===== config.mk =====
export PLATFORM = sky130hd
export DESIGN_NAME = wb_serializer_fifo_flat
export DESIGN_NICKNAME = d
export VERILOG_FILES = /design/src/rtl/wb_serializer_fifo_pkg.sv /design/src/rtl/wb_serializer_fifo_if.sv /design/src/rtl/wb_serializer_fifo_ser_fifo.sv /design/src/rtl/wb_serializer_fifo.sv /design/src/flat_wrapper.sv
export SDC_FILE = /design/constraint.sdc
export NUM_CORES = 1
export LEC_CHECK = 0
export ABC_AREA = 1
export CAP_MARGIN = 20
export CELL_PAD_IN_SITES_DETAIL_PLACEMENT = 1
export CELL_PAD_IN_SITES_GLOBAL_PLACEMENT = 1
export CORE_MARGIN = 3
export CORE_UTILIZATION = 50
export DETAILED_ROUTE_END_ITERATION = 16
export DONT_BUFFER_PORTS = 1
export MAX_ROUTING_LAYER = met4
export PLACE_DENSITY = 0.88
export SYNTH_ARGS = -nofsm -noshare
export SYNTH_HDL_FRONTEND = slang
export SYNTH_SLANG_ARGS = --single-unit

===== constraint.sdc =====
create_clock -name CLK_I -period 4.4 [get_ports CLK_I]
set_input_delay 0.44 -clock CLK_I [delete_from_list [all_inputs] [get_ports CLK_I]]
set_output_delay 0.44 -clock CLK_I [all_outputs]
set_load 0.05 [all_outputs]

===== src/rtl/wb_serializer_fifo_pkg.sv =====
// Shared definitions for the Wishbone FIFO serializer: register addresses,
// STATUS/CTRL bit positions, the idle K-code and the serializer FSM states.
package wb_serializer_fifo_pkg;

  localparam logic [1:0] ADR_DATA   = 2'd0;
  localparam logic [1:0] ADR_STATUS = 2'd1;
  localparam logic [1:0] ADR_CTRL   = 2'd2;

  localparam int unsigned ST_EMPTY_BIT = 0;
  localparam int unsigned ST_FULL_BIT  = 1;
  localparam int unsigned ST_BUSY_BIT  = 2;
  localparam int unsigned ST_OVF_BIT   = 3;
  localparam int unsigned ST_CNT_LSB   = 8;

  localparam int unsigned CTRL_EN_BIT      = 0;
  localparam int unsigned CTRL_OVF_CLR_BIT = 1;

  // K-flag set, comma character 0xBC
  localparam logic [8:0] IDLE_KCODE = {1'b1, 8'hBC};

  typedef enum logic [1:0] {
    S_IDLE,
    S_LOAD,
    S_SHIFT
  } ser_state_e;

  // Counter width that stays legal when the count range collapses to 1
  function automatic int unsigned clog2_min1(input int unsigned n);
    return (n > 1) ? $clog2(n) : 1;
  endfunction

endpackage


===== src/rtl/wb_serializer_fifo_if.sv =====
// Wishbone classic slave bus bundle for the FIFO serializer.
interface wb_serializer_fifo_if;
  logic        CYC_I;
  logic        STB_I;
  logic        WE_I;
  logic [31:0] ADR_I;
  logic [31:0] DAT_I;
  logic [31:0] DAT_O;
  logic        ACK_O;
  logic        ERR_O;

  modport slave  (input  CYC_I, STB_I, WE_I, ADR_I, DAT_I,
                  output DAT_O, ACK_O, ERR_O);
  modport master (output CYC_I, STB_I, WE_I, ADR_I, DAT_I,
                  input  DAT_O, ACK_O, ERR_O);
endinterface


===== src/rtl/wb_serializer_fifo_ser_fifo.sv =====
// Show-ahead synchronous FIFO: dout always presents the head word.
// Push when full and pop when empty are ignored.
module ser_fifo #(
  parameter int unsigned WIDTH = 27,
  parameter int unsigned DEPTH = 4
) (
  input  logic                     CLK_I,
  input  logic                     RST_I,
  input  logic                     push,
  input  logic                     pop,
  input  logic [WIDTH-1:0]         din,
  output logic [WIDTH-1:0]         dout,
  output logic                     full,
  output logic                     empty,
  output logic [$clog2(DEPTH):0]   count
);
  localparam int unsigned AW = $clog2(DEPTH);
  localparam int unsigned CW = AW + 1;

  logic [WIDTH-1:0] mem [DEPTH];
  logic [AW-1:0]    wr_ptr;
  logic [AW-1:0]    rd_ptr;
  logic             do_push;
  logic             do_pop;

  assign full    = (count == CW'(DEPTH));
  assign empty   = (count == '0);
  assign do_push = push && !full;
  assign do_pop  = pop && !empty;
  assign dout    = mem[rd_ptr];

  // Storage write
  always_ff @(posedge CLK_I) begin
    if (do_push) mem[wr_ptr] <= din;
  end

  // Pointers and occupancy; simultaneous push and pop leave count unchanged
  always_ff @(posedge CLK_I or posedge RST_I) begin
    if (RST_I) begin
      wr_ptr <= '0;
      rd_ptr <= '0;
      count  <= '0;
    end else begin
      if (do_push) wr_ptr <= wr_ptr + 1'b1;
      if (do_pop)  rd_ptr <= rd_ptr + 1'b1;
      case ({do_push, do_pop})
        2'b10:   count <= count + 1'b1;
        2'b01:   count <= count - 1'b1;
        default: count <= count;
      endcase
    end
  end
endmodule


===== src/rtl/wb_serializer_fifo.sv =====
// Wishbone slave that queues multi-symbol words and shifts them out MSB-first.
// Optional WB_SERIALIZER_IDLE_KCODE_EN: send IDLE_KCODE continuously while idle.
module wb_serializer_fifo
  import wb_serializer_fifo_pkg::*;
#(
  parameter int unsigned SYM_W        = 9,
  parameter int unsigned SYM_PER_WORD = 3,
  parameter int unsigned FIFO_DEPTH   = 4,
  parameter int unsigned CLKS_PER_BIT = 1
) (
  input  logic                 CLK_I,
  input  logic                 RST_I,
  wb_serializer_fifo_if.slave  wb,
  output logic                 data_o,
  output logic                 sym_strobe_o,
  output logic                 busy_o
);
  localparam int unsigned WORD_W = SYM_W * SYM_PER_WORD;
  localparam int unsigned CNT_W  = $clog2(FIFO_DEPTH) + 1;
  localparam int unsigned DIV_W  = clog2_min1(CLKS_PER_BIT);
  localparam int unsigned SB_W   = clog2_min1(SYM_W);
  localparam int unsigned SI_W   = clog2_min1(SYM_PER_WORD);

  if (WORD_W > 32) begin : g_chk_width
    $error("SYM_W*SYM_PER_WORD must be <= 32");
  end
  if (FIFO_DEPTH < 2 || (FIFO_DEPTH & (FIFO_DEPTH - 1)) != 0) begin : g_chk_depth
    $error("FIFO_DEPTH must be a power of 2 and >= 2");
  end
  if (CLKS_PER_BIT < 1 || SYM_W < 2) begin : g_chk_misc
    $error("CLKS_PER_BIT must be >= 1 and SYM_W >= 2");
  end

  ser_state_e        state, state_nx;
  logic              enable, overflow;
  logic              ack_q, err_q;
  logic [31:0]       dat_q, rd_data, status;
  logic              req, acc_ok, push, pop;
  logic [WORD_W-1:0] fifo_dout, shreg;
  logic              fifo_full, fifo_empty;
  logic [CNT_W-1:0]  fifo_count;
  logic [DIV_W-1:0]  div_cnt;
  logic [SB_W-1:0]   sym_bit;
  logic [SI_W-1:0]   sym_idx;
  logic              bit_end, sym_end, word_end, start_ok, advance;
  logic              unused_bits;

  assign wb.ACK_O    = ack_q;
  assign wb.ERR_O    = err_q;
  assign wb.DAT_O    = dat_q;
  assign busy_o      = (state != S_IDLE);
  assign unused_bits = ^{wb.ADR_I[31:2], wb.DAT_I};

  // A new request is only taken while no response is outstanding
  assign req  = wb.CYC_I && wb.STB_I && !ack_q && !err_q;
  assign push = req && wb.WE_I && (wb.ADR_I[1:0] == ADR_DATA) && !fifo_full;

  ser_fifo #(.WIDTH(WORD_W), .DEPTH(FIFO_DEPTH)) u_fifo (
    .CLK_I (CLK_I),
    .RST_I (RST_I),
    .push  (push),
    .pop   (pop),
    .din   (wb.DAT_I[WORD_W-1:0]),
    .dout  (fifo_dout),
    .full  (fifo_full),
    .empty (fifo_empty),
    .count (fifo_count)
  );

  // Register decode: legality of the access and read data
  always_comb begin
    status                        = '0;
    status[ST_EMPTY_BIT]          = fifo_empty;
    status[ST_FULL_BIT]           = fifo_full;
    status[ST_BUSY_BIT]           = busy_o;
    status[ST_OVF_BIT]            = overflow;
    status[ST_CNT_LSB +: 8]       = 8'(fifo_count);
    acc_ok  = 1'b0;
    rd_data = '0;
    case (wb.ADR_I[1:0])
      ADR_DATA:   acc_ok = wb.WE_I && !fifo_full;
      ADR_STATUS: begin
        acc_ok  = !wb.WE_I;
        rd_data = status;
      end
      ADR_CTRL:   begin
        acc_ok               = 1'b1;
        rd_data[CTRL_EN_BIT] = enable;
      end
      default:    acc_ok = 1'b0;
    endcase
  end

  // Bus response and control/status register updates
  always_ff @(posedge CLK_I or posedge RST_I) begin
    if (RST_I) begin
      ack_q    <= 1'b0;
      err_q    <= 1'b0;
      dat_q    <= '0;
      enable   <= 1'b1;
      overflow <= 1'b0;
    end else begin
      ack_q <= req && acc_ok;
      err_q <= req && !acc_ok;
      dat_q <= (req && acc_ok && !wb.WE_I) ? rd_data : '0;
      if (req && wb.WE_I && (wb.ADR_I[1:0] == ADR_DATA) && fifo_full)
        overflow <= 1'b1;
      if (req && wb.WE_I && (wb.ADR_I[1:0] == ADR_CTRL)) begin
        enable <= wb.DAT_I[CTRL_EN_BIT];
        if (wb.DAT_I[CTRL_OVF_CLR_BIT]) overflow <= 1'b0;
      end
    end
  end

  assign bit_end  = (div_cnt == DIV_W'(CLKS_PER_BIT - 1));
  assign sym_end  = bit_end && (sym_bit == SB_W'(SYM_W - 1));
  assign word_end = sym_end && (sym_idx == SI_W'(SYM_PER_WORD - 1));
  assign start_ok = enable && !fifo_empty;

`ifdef WB_SERIALIZER_IDLE_KCODE_EN
  localparam logic [SYM_W-1:0] KCODE = SYM_W'(IDLE_KCODE);
  logic             idle_run;
  logic [SYM_W-1:0] kc_shift;

  // Holds the idle stream off until the first clock after reset release
  always_ff @(posedge CLK_I or posedge RST_I) begin
    if (RST_I) idle_run <= 1'b0;
    else       idle_run <= 1'b1;
  end
  assign advance = (state == S_SHIFT) || (state == S_IDLE && idle_run);
`else
  assign advance = (state == S_SHIFT);
`endif

  // FSM state register
  always_ff @(posedge CLK_I or posedge RST_I) begin
    if (RST_I) state <= S_IDLE;
    else       state <= state_nx;
  end

  // FSM next state; LOAD pops the head word, so it is the only pop source
  always_comb begin
    state_nx = state;
    pop      = 1'b0;
    case (state)
`ifdef WB_SERIALIZER_IDLE_KCODE_EN
      S_IDLE:  if (start_ok && idle_run && sym_end) state_nx = S_LOAD;
`else
      S_IDLE:  if (start_ok) state_nx = S_LOAD;
`endif
      S_LOAD:  begin
        pop      = 1'b1;
        state_nx = S_SHIFT;
      end
      S_SHIFT: if (word_end) state_nx = start_ok ? S_LOAD : S_IDLE;
      default: state_nx = S_IDLE;
    endcase
  end

  // Shift register and bit/symbol timing counters
  always_ff @(posedge CLK_I or posedge RST_I) begin
    if (RST_I) begin
      shreg   <= '0;
      div_cnt <= '0;
      sym_bit <= '0;
      sym_idx <= '0;
    end else if (state == S_LOAD) begin
      shreg   <= fifo_dout;
      div_cnt <= '0;
      sym_bit <= '0;
      sym_idx <= '0;
    end else if (advance) begin
      if (bit_end) begin
        div_cnt <= '0;
        if (state == S_SHIFT) shreg <= {shreg[WORD_W-2:0], 1'b0};
        if (sym_end) begin
          sym_bit <= '0;
          if (state == S_SHIFT) sym_idx <= word_end ? '0 : sym_idx + 1'b1;
        end else begin
          sym_bit <= sym_bit + 1'b1;
        end
      end else begin
        div_cnt <= div_cnt + 1'b1;
      end
    end else begin
      div_cnt <= '0;
      sym_bit <= '0;
      sym_idx <= '0;
    end
  end

  // Serial line and symbol strobe
  always_comb begin
    data_o       = 1'b0;
    sym_strobe_o = 1'b0;
`ifdef WB_SERIALIZER_IDLE_KCODE_EN
    kc_shift     = KCODE << sym_bit;
`endif
    if (state == S_SHIFT) begin
      data_o       = shreg[WORD_W-1];
      sym_strobe_o = (div_cnt == '0) && (sym_bit == '0);
    end
`ifdef WB_SERIALIZER_IDLE_KCODE_EN
    else if (state == S_IDLE && idle_run) begin
      data_o       = kc_shift[SYM_W-1];
      sym_strobe_o = (div_cnt == '0) && (sym_bit == '0);
    end
`endif
  end
endmodule


===== src/flat_wrapper.sv =====
// flat-port wrapper written by rule: the top's interface ports become plain ports
module wb_serializer_fifo_flat import wb_serializer_fifo_pkg::*;
#(
  parameter int unsigned SYM_W        = 9,
  parameter int unsigned SYM_PER_WORD = 3,
  parameter int unsigned FIFO_DEPTH   = 4,
  parameter int unsigned CLKS_PER_BIT = 1
)
  (CLK_I, RST_I, data_o, sym_strobe_o, busy_o, wb_CYC_I, wb_STB_I, wb_WE_I, wb_ADR_I, wb_DAT_I, wb_DAT_O, wb_ACK_O, wb_ERR_O);
  wb_serializer_fifo_if wb_i ();
  input  logic CLK_I;
  input  logic RST_I;
  output logic data_o;
  output logic sym_strobe_o;
  output logic busy_o;
  input wire logic [$bits(wb_i.CYC_I)-1:0] wb_CYC_I;
  input wire logic [$bits(wb_i.STB_I)-1:0] wb_STB_I;
  input wire logic [$bits(wb_i.WE_I)-1:0] wb_WE_I;
  input wire logic [$bits(wb_i.ADR_I)-1:0] wb_ADR_I;
  input wire logic [$bits(wb_i.DAT_I)-1:0] wb_DAT_I;
  output wire logic [$bits(wb_i.DAT_O)-1:0] wb_DAT_O;
  output wire logic [$bits(wb_i.ACK_O)-1:0] wb_ACK_O;
  output wire logic [$bits(wb_i.ERR_O)-1:0] wb_ERR_O;
  assign wb_i.CYC_I = wb_CYC_I;
  assign wb_i.STB_I = wb_STB_I;
  assign wb_i.WE_I = wb_WE_I;
  assign wb_i.ADR_I = wb_ADR_I;
  assign wb_i.DAT_I = wb_DAT_I;
  assign wb_DAT_O = wb_i.DAT_O;
  assign wb_ACK_O = wb_i.ACK_O;
  assign wb_ERR_O = wb_i.ERR_O;
  wb_serializer_fifo #(.SYM_W(SYM_W), .SYM_PER_WORD(SYM_PER_WORD), .FIFO_DEPTH(FIFO_DEPTH), .CLKS_PER_BIT(CLKS_PER_BIT)) u_core (.CLK_I(CLK_I), .RST_I(RST_I), .wb(wb_i), .data_o(data_o), .sym_strobe_o(sym_strobe_o), .busy_o(busy_o));
endmodule

# Word-level counts from Yosys, hierarchy flattened
# Memories as Yosys holds them, arrays and structs flattened.
# Index checks and enable logic that the tools add are counted.
# op_classes
addsub	7
n_eq_ne	14
n_mux	32
bitwise_logic	1
reduce_logical	34
# ops
cell	n
$mux 27	3
$logic_and 1x1->1	18
$mux 4	4
$mux 2	7
$mux 1	12
$mux 11	1
$mux 10	1
$eq 2x2->1 const B	4
$add 2x1->2 const B	3
$eq 2x1->1 const B	3
$logic_not 1->1	6
$pmux 2 s3	1
$pmux 3 s2	1
$reduce_and 2->1	3
$reduce_bool 2->1	3
$add 4x1->4 const B	1
$eq 4x4->1 const B	1
$logic_not 2->1	2
$logic_not 4->1	1
$ne 2x1->1 const B	2
$add 3x1->3 const B	1
$eq 3x3->1 const B	1
$logic_not 3->1	1
$ne 3x2->1 const B	1
7 further kinds	7
# word_totals
reg_bits	79
ramBits	108
in_bits	69
out_inout_bits	37
word_cells	102
mem_count	1
# mem_list
name	depth	word_bits	rd	rd_ports_with_merged_regs	wr	line	source
u_core.u_fifo.mem	4	27	1	0	1	wb_serializer_fifo_ser_fifo.sv:20	logic [WIDTH-1:0] mem [DEPTH];

# Longest topological paths before layout
# logic_depth
ltp_word	9
depth_mapped	13
depth_no_buf	13

# By module
# A second synthesis with hierarchy kept.
# unflattened
cells_unflattened	692
hier_area_um2	7283.2
# by_module_without_submodules
module	n_inst	cells_per_inst	area_per_inst_um2	seq_area_each_um2
ser_fifo	1	376	4758.3	3418.3
wb_serializer_fifo	1	316	2524.9	1152.4

# Least setup slack after synthesis
# OpenSTA, ideal clock, no wires.
# synth_path
path_kind	flip-flop to flip-flop
from	register u_core.ack_q (netlist: u_core.wb.ACK_O)
to	memory u_core.u_fifo.mem[0][0] (enable)
setup_time_ns	0.411
arrival_ns	2.285
required_ns	3.989
slack_ns	1.704
path_stages_with_launch	6
path_buffers	0
synth_period_minus_slack_ns	2.696
path_cell_list	dfrtp_1 nor2_1 nand2_1 nor2_1 inv_1 nor2_1
# synth_via
elab_chain_cells	9
# synth_rtl
item	line	source
start: declaration	wb_serializer_fifo.sv:36	logic ack_q, err_q;
start signal: assignment	wb_serializer_fifo.sv:103	ack_q <= req && acc_ok;
$logic_not 1->1	wb_serializer_fifo.sv:55	assign req = wb.CYC_I && wb.STB_I && !ack_q && !err_q;
$logic_and 1x1->1 (2 in a row)	wb_serializer_fifo.sv:55	
$logic_and 1x1->1 (3 in a row)	wb_serializer_fifo.sv:56	assign push = req && wb.WE_I && (wb.ADR_I[1:0] == ADR_DATA) && !fifo_full;
$logic_and 1x1->1	wb_serializer_fifo_ser_fifo.sv:28	assign do_push = push && !full;
$mux 1	wb_serializer_fifo_ser_fifo.sv:34	if (do_push) mem[wr_ptr] <= din;
$mux 1 (implied by the code)	wb_serializer_fifo_ser_fifo.sv:34	
end: declaration	wb_serializer_fifo_ser_fifo.sv:20	
# No other way between the ends.

# Final worst setup path
# layout_path
from	register u_core.ack_q (netlist: u_core.wb.ACK_O)
to	memory u_core.u_fifo.mem[2][9] (enable)
# Same word-level chain as after synthesis.

==> summary.txt <==
Outcome
  • Status: finished, final reports clean

Drt
  • Drt wl/cell: around 18 um
  • DRT iter0 DRCs: around 310
  • First drt pass iteration count: 6
  • Residual DRC: 0
  • Drt via density: approximately 5.3
  • Final ANT Viol Nets: 0
  • Routed Wire Length: approximately 16000 um
  • Total number of vias: approximately 4500

CTS
  • CTS tree: yes
  • Skew-Pair Late Insertion Delay: 440 ps
  • Post-CTS setup buffer count: 0
  • Clk root buf: clkbuf_16
  • Clock slew at reported path FFs: approximately 60 ps
  • Sink Count: about 160
  • Resized cells post-CTS: 0
  • Clock Tree Buf Depth: 2
  • H-tree Lvls: 4
  • CTS buffer count: 17
  • Hold buffer count at CTS: 0

Timing
  • Final clock skew: between 10 and 15 ps
  • Tmin final: roughly 2600 ps
  • Slew Viols, Final: 0
  • Fin crit share: 0.590
  • RSZ-0062 raised after global routing: false
  • Final WS setup: 1800 ps
  • Worst-Margin Slew: about 990 ps
  • Achievable frequency: roughly 390 MHz
  • Setup violators final: 0
  • Total negative slack: 0 ps
  • Slew headroom: 0.336
  • Final hold vios: 0

Synth
  • YS warnings: 0
  • Top cells by area, synth: edfxtp_1, dfrtp_1, nand2_1, nor2_1, nand3_1
  • Synth top area share: 0.461
  • Cell variety after synth: 29
  • Synthesized area per cell: approximately 11 um2
  • Cell count after synthesis: roughly 660
  • Synthesized cell area: 7040 um2
  • Post-synthesis sequential area ratio: 0.649
  • FF+latch count, synth: between 150 and 200
  • Area leader, netlist: edfxtp_1

Global route
  • GR Overflow Total: 0
  • Pin count of the biggest net entering global routing: 54
  • Initial antenna violation count: 0
  • First-pass GRT wire length: about 25000 um
  • Vias in the first global route: around 4900
  • Aggregate global-route resource usage: 0.218

Final layout
  • Antenna Cells: 0
  • Most common cell after layout, fill and taps aside: nand2_1
  • Most frequent cells in the layout: nand2_1, edfxtp_1, nor2_1
  • Fill count: 1434
  • P&R area growth vs syn: 8.08%
  • Register area: roughly 4600 um2
  • Area of the multi-input gates: approximately 2000 um2
  • Final #Nets: roughly 740
  • Final core utilization: 0.564
  • Layout cells sized above 1: 0.0747

Run
  • Max Cap Viol: 0

Floorplan
  • I/O pin count: approximately 110
  • Die area: about 16000 um2
  • Die Span X: between 100 and 150 um
  • Die H: 125 um
  • Number of placement rows: 42
  • Core area: 13500 um2
  • Starting Density: 0.521

Placement
  • DP HPWL: around 9500 um
  • Gp weighted congestion: a little under 0.8
  • Dpl ws: about 1700 ps
  • Count of input and output buffers: 0

Power and ir drop
  • Pwr dens: between 600 and 700 nW/um2
  • P_leak: approximately 3.2 nW
  • Worst VDD drop: roughly 0.0004 V
  • Final Power: between 5 and 6 mW

Setup path
  • Crit-path cells: nor2_1, nand2_1, nor2_1, inv_1, nor2_4
  • CP max FO: 27
  • Startpoint Class: flip-flop
  • Critical R2R Launch: u_core.wb.ACK_O
  • CP Launch Point: u_core.wb.ACK_O
  • CP arrival: around 2700 ps
  • Slowest stage delay, CP: 810 ps
  • Worst Path Required: around 4500 ps
  • Top cell by count, worst path: nor2_1
  • CP max-delay cell: nor2_4
  • Setup CP Type: reg2reg
  • Critical Path End Type: flip-flop
  • R2r setup slk: 1800 ps

Hold path
  • Worst hold path class: in2async
==> registers in the layout, indices dropped and copies added, names as in the netlist <==
register and cells:
u_core.overflow 1, u_core.u_fifo.rd_ptr 2, u_core.enable 1, u_core.shreg 27, u_core.sym_idx 2, u_core.u_fifo.count 3
u_core.wb.DAT_O 7, u_core.u_fifo.mem 108, u_core.wb.ERR_O 1, u_core.sym_bit 4, u_core.u_fifo.wr_ptr 2, u_core.wb.ACK_O 1
u_core.state 2
==> cells by family (layout without fill, tap and decap cells) <==
logic type | Yosys count | in the layout | synth area share
AO/OA/AOI/OAI | 67 | 67 | 0.0567
XOR/XNOR | 7 | 7 | 0.00871
adder cells (fa/ha/maj) | 18 | 18 | 0.0330
buffers and inverters | 118 | 104 | 0.0860
flip-flops | 161 | 161 | 0.649
multiplexers | 1 | 1 | 0.00142
other | 1 | 25 | 0.000533
AND/OR/NAND/NOR | 286 | 286 | 0.165
==> worst max-delay path, delay by kind of cell, from the launching register on <==
kind | cells | cell delay, ps
AND/OR/NAND/NOR | 4 | 1380
flip-flops | 1 | 560
buffers and inverters | 1 | 260
==> worst paths after layout <==
path / end / cells past startpoint
max in group asynchronous: u_core.shreg[21] / 2
min: u_core.sym_bit[0] / 2
max: u_core.u_fifo.mem[2][9] / 5
min in group CLK_I: u_core.u_fifo.mem[0][11] / 0
min reg2reg: u_core.shreg[24] / 2
max reg2reg: u_core.u_fifo.mem[2][9] / 5
==> final cells by class <==
class                      count  share of cell area
clock buffer                  21              0.0605
clock inverter                11             0.00855
inverter                      65              0.0321
multi-input combinational    404               0.262
sequential                   161               0.601
tap                          176              0.0289
timing repair buffer           7             0.00789
==> routing by layer <==
layer	routed length, um	vias to the layer above	share of wire	track usage
met5	0	-	0	-
li1	-	2111	-	-
met3	669	24	0.043	0.0437
met1	6130	2231	0.40	0.238
met4	286	0	0.018	0.0851
met2	8420	101	0.54	0.391
==> power breakdown <==
group / switching (mW) / internal (mW) / leakage (nW) / total (mW)
Sequential: 0.164 / 1.83 / 1.64 / 1.99
Clock: 0.574 / 0.742 / 0.256 / 1.32
Combinational: 1.20 / 0.522 / 1.27 / 1.72
==> stage by stage <==
stage,hold slack (ps),instances,area (um2)
2_1_floorplan,449,683,7130
4_1_cts,82.3,844,7600
3_3_place_gp,463,812,7070
3_5_place_dp,473,812,7070
5_1_grt,83.2,845,7610
6_report,92.6,845,7610
==> synthesized netlist by cell type <==
master    number
nand4_1        3
nor2_2         6
a21oi_1       16
dfrtp_1       52
nor2_1        86
dfstp_2        1
conb_1         1
a22oi_1        6
nand3_1       49
nor3_1         1
buf_4         26
fa_1           1
o21ai_1        5
buf_6          7
o21ai_0       20
clkbuf_1       9
nand2_1      141
xnor2_1        3
buf_1          1
mux2i_1        1
ha_1          17
buf_2         10
clkinv_1       1
o22ai_1        1
inv_1         63
xor2_1         4
inv_2          1
o211ai_1      19
edfxtp_1     108
Note: power is estimated with default switching activity, not from simulation.
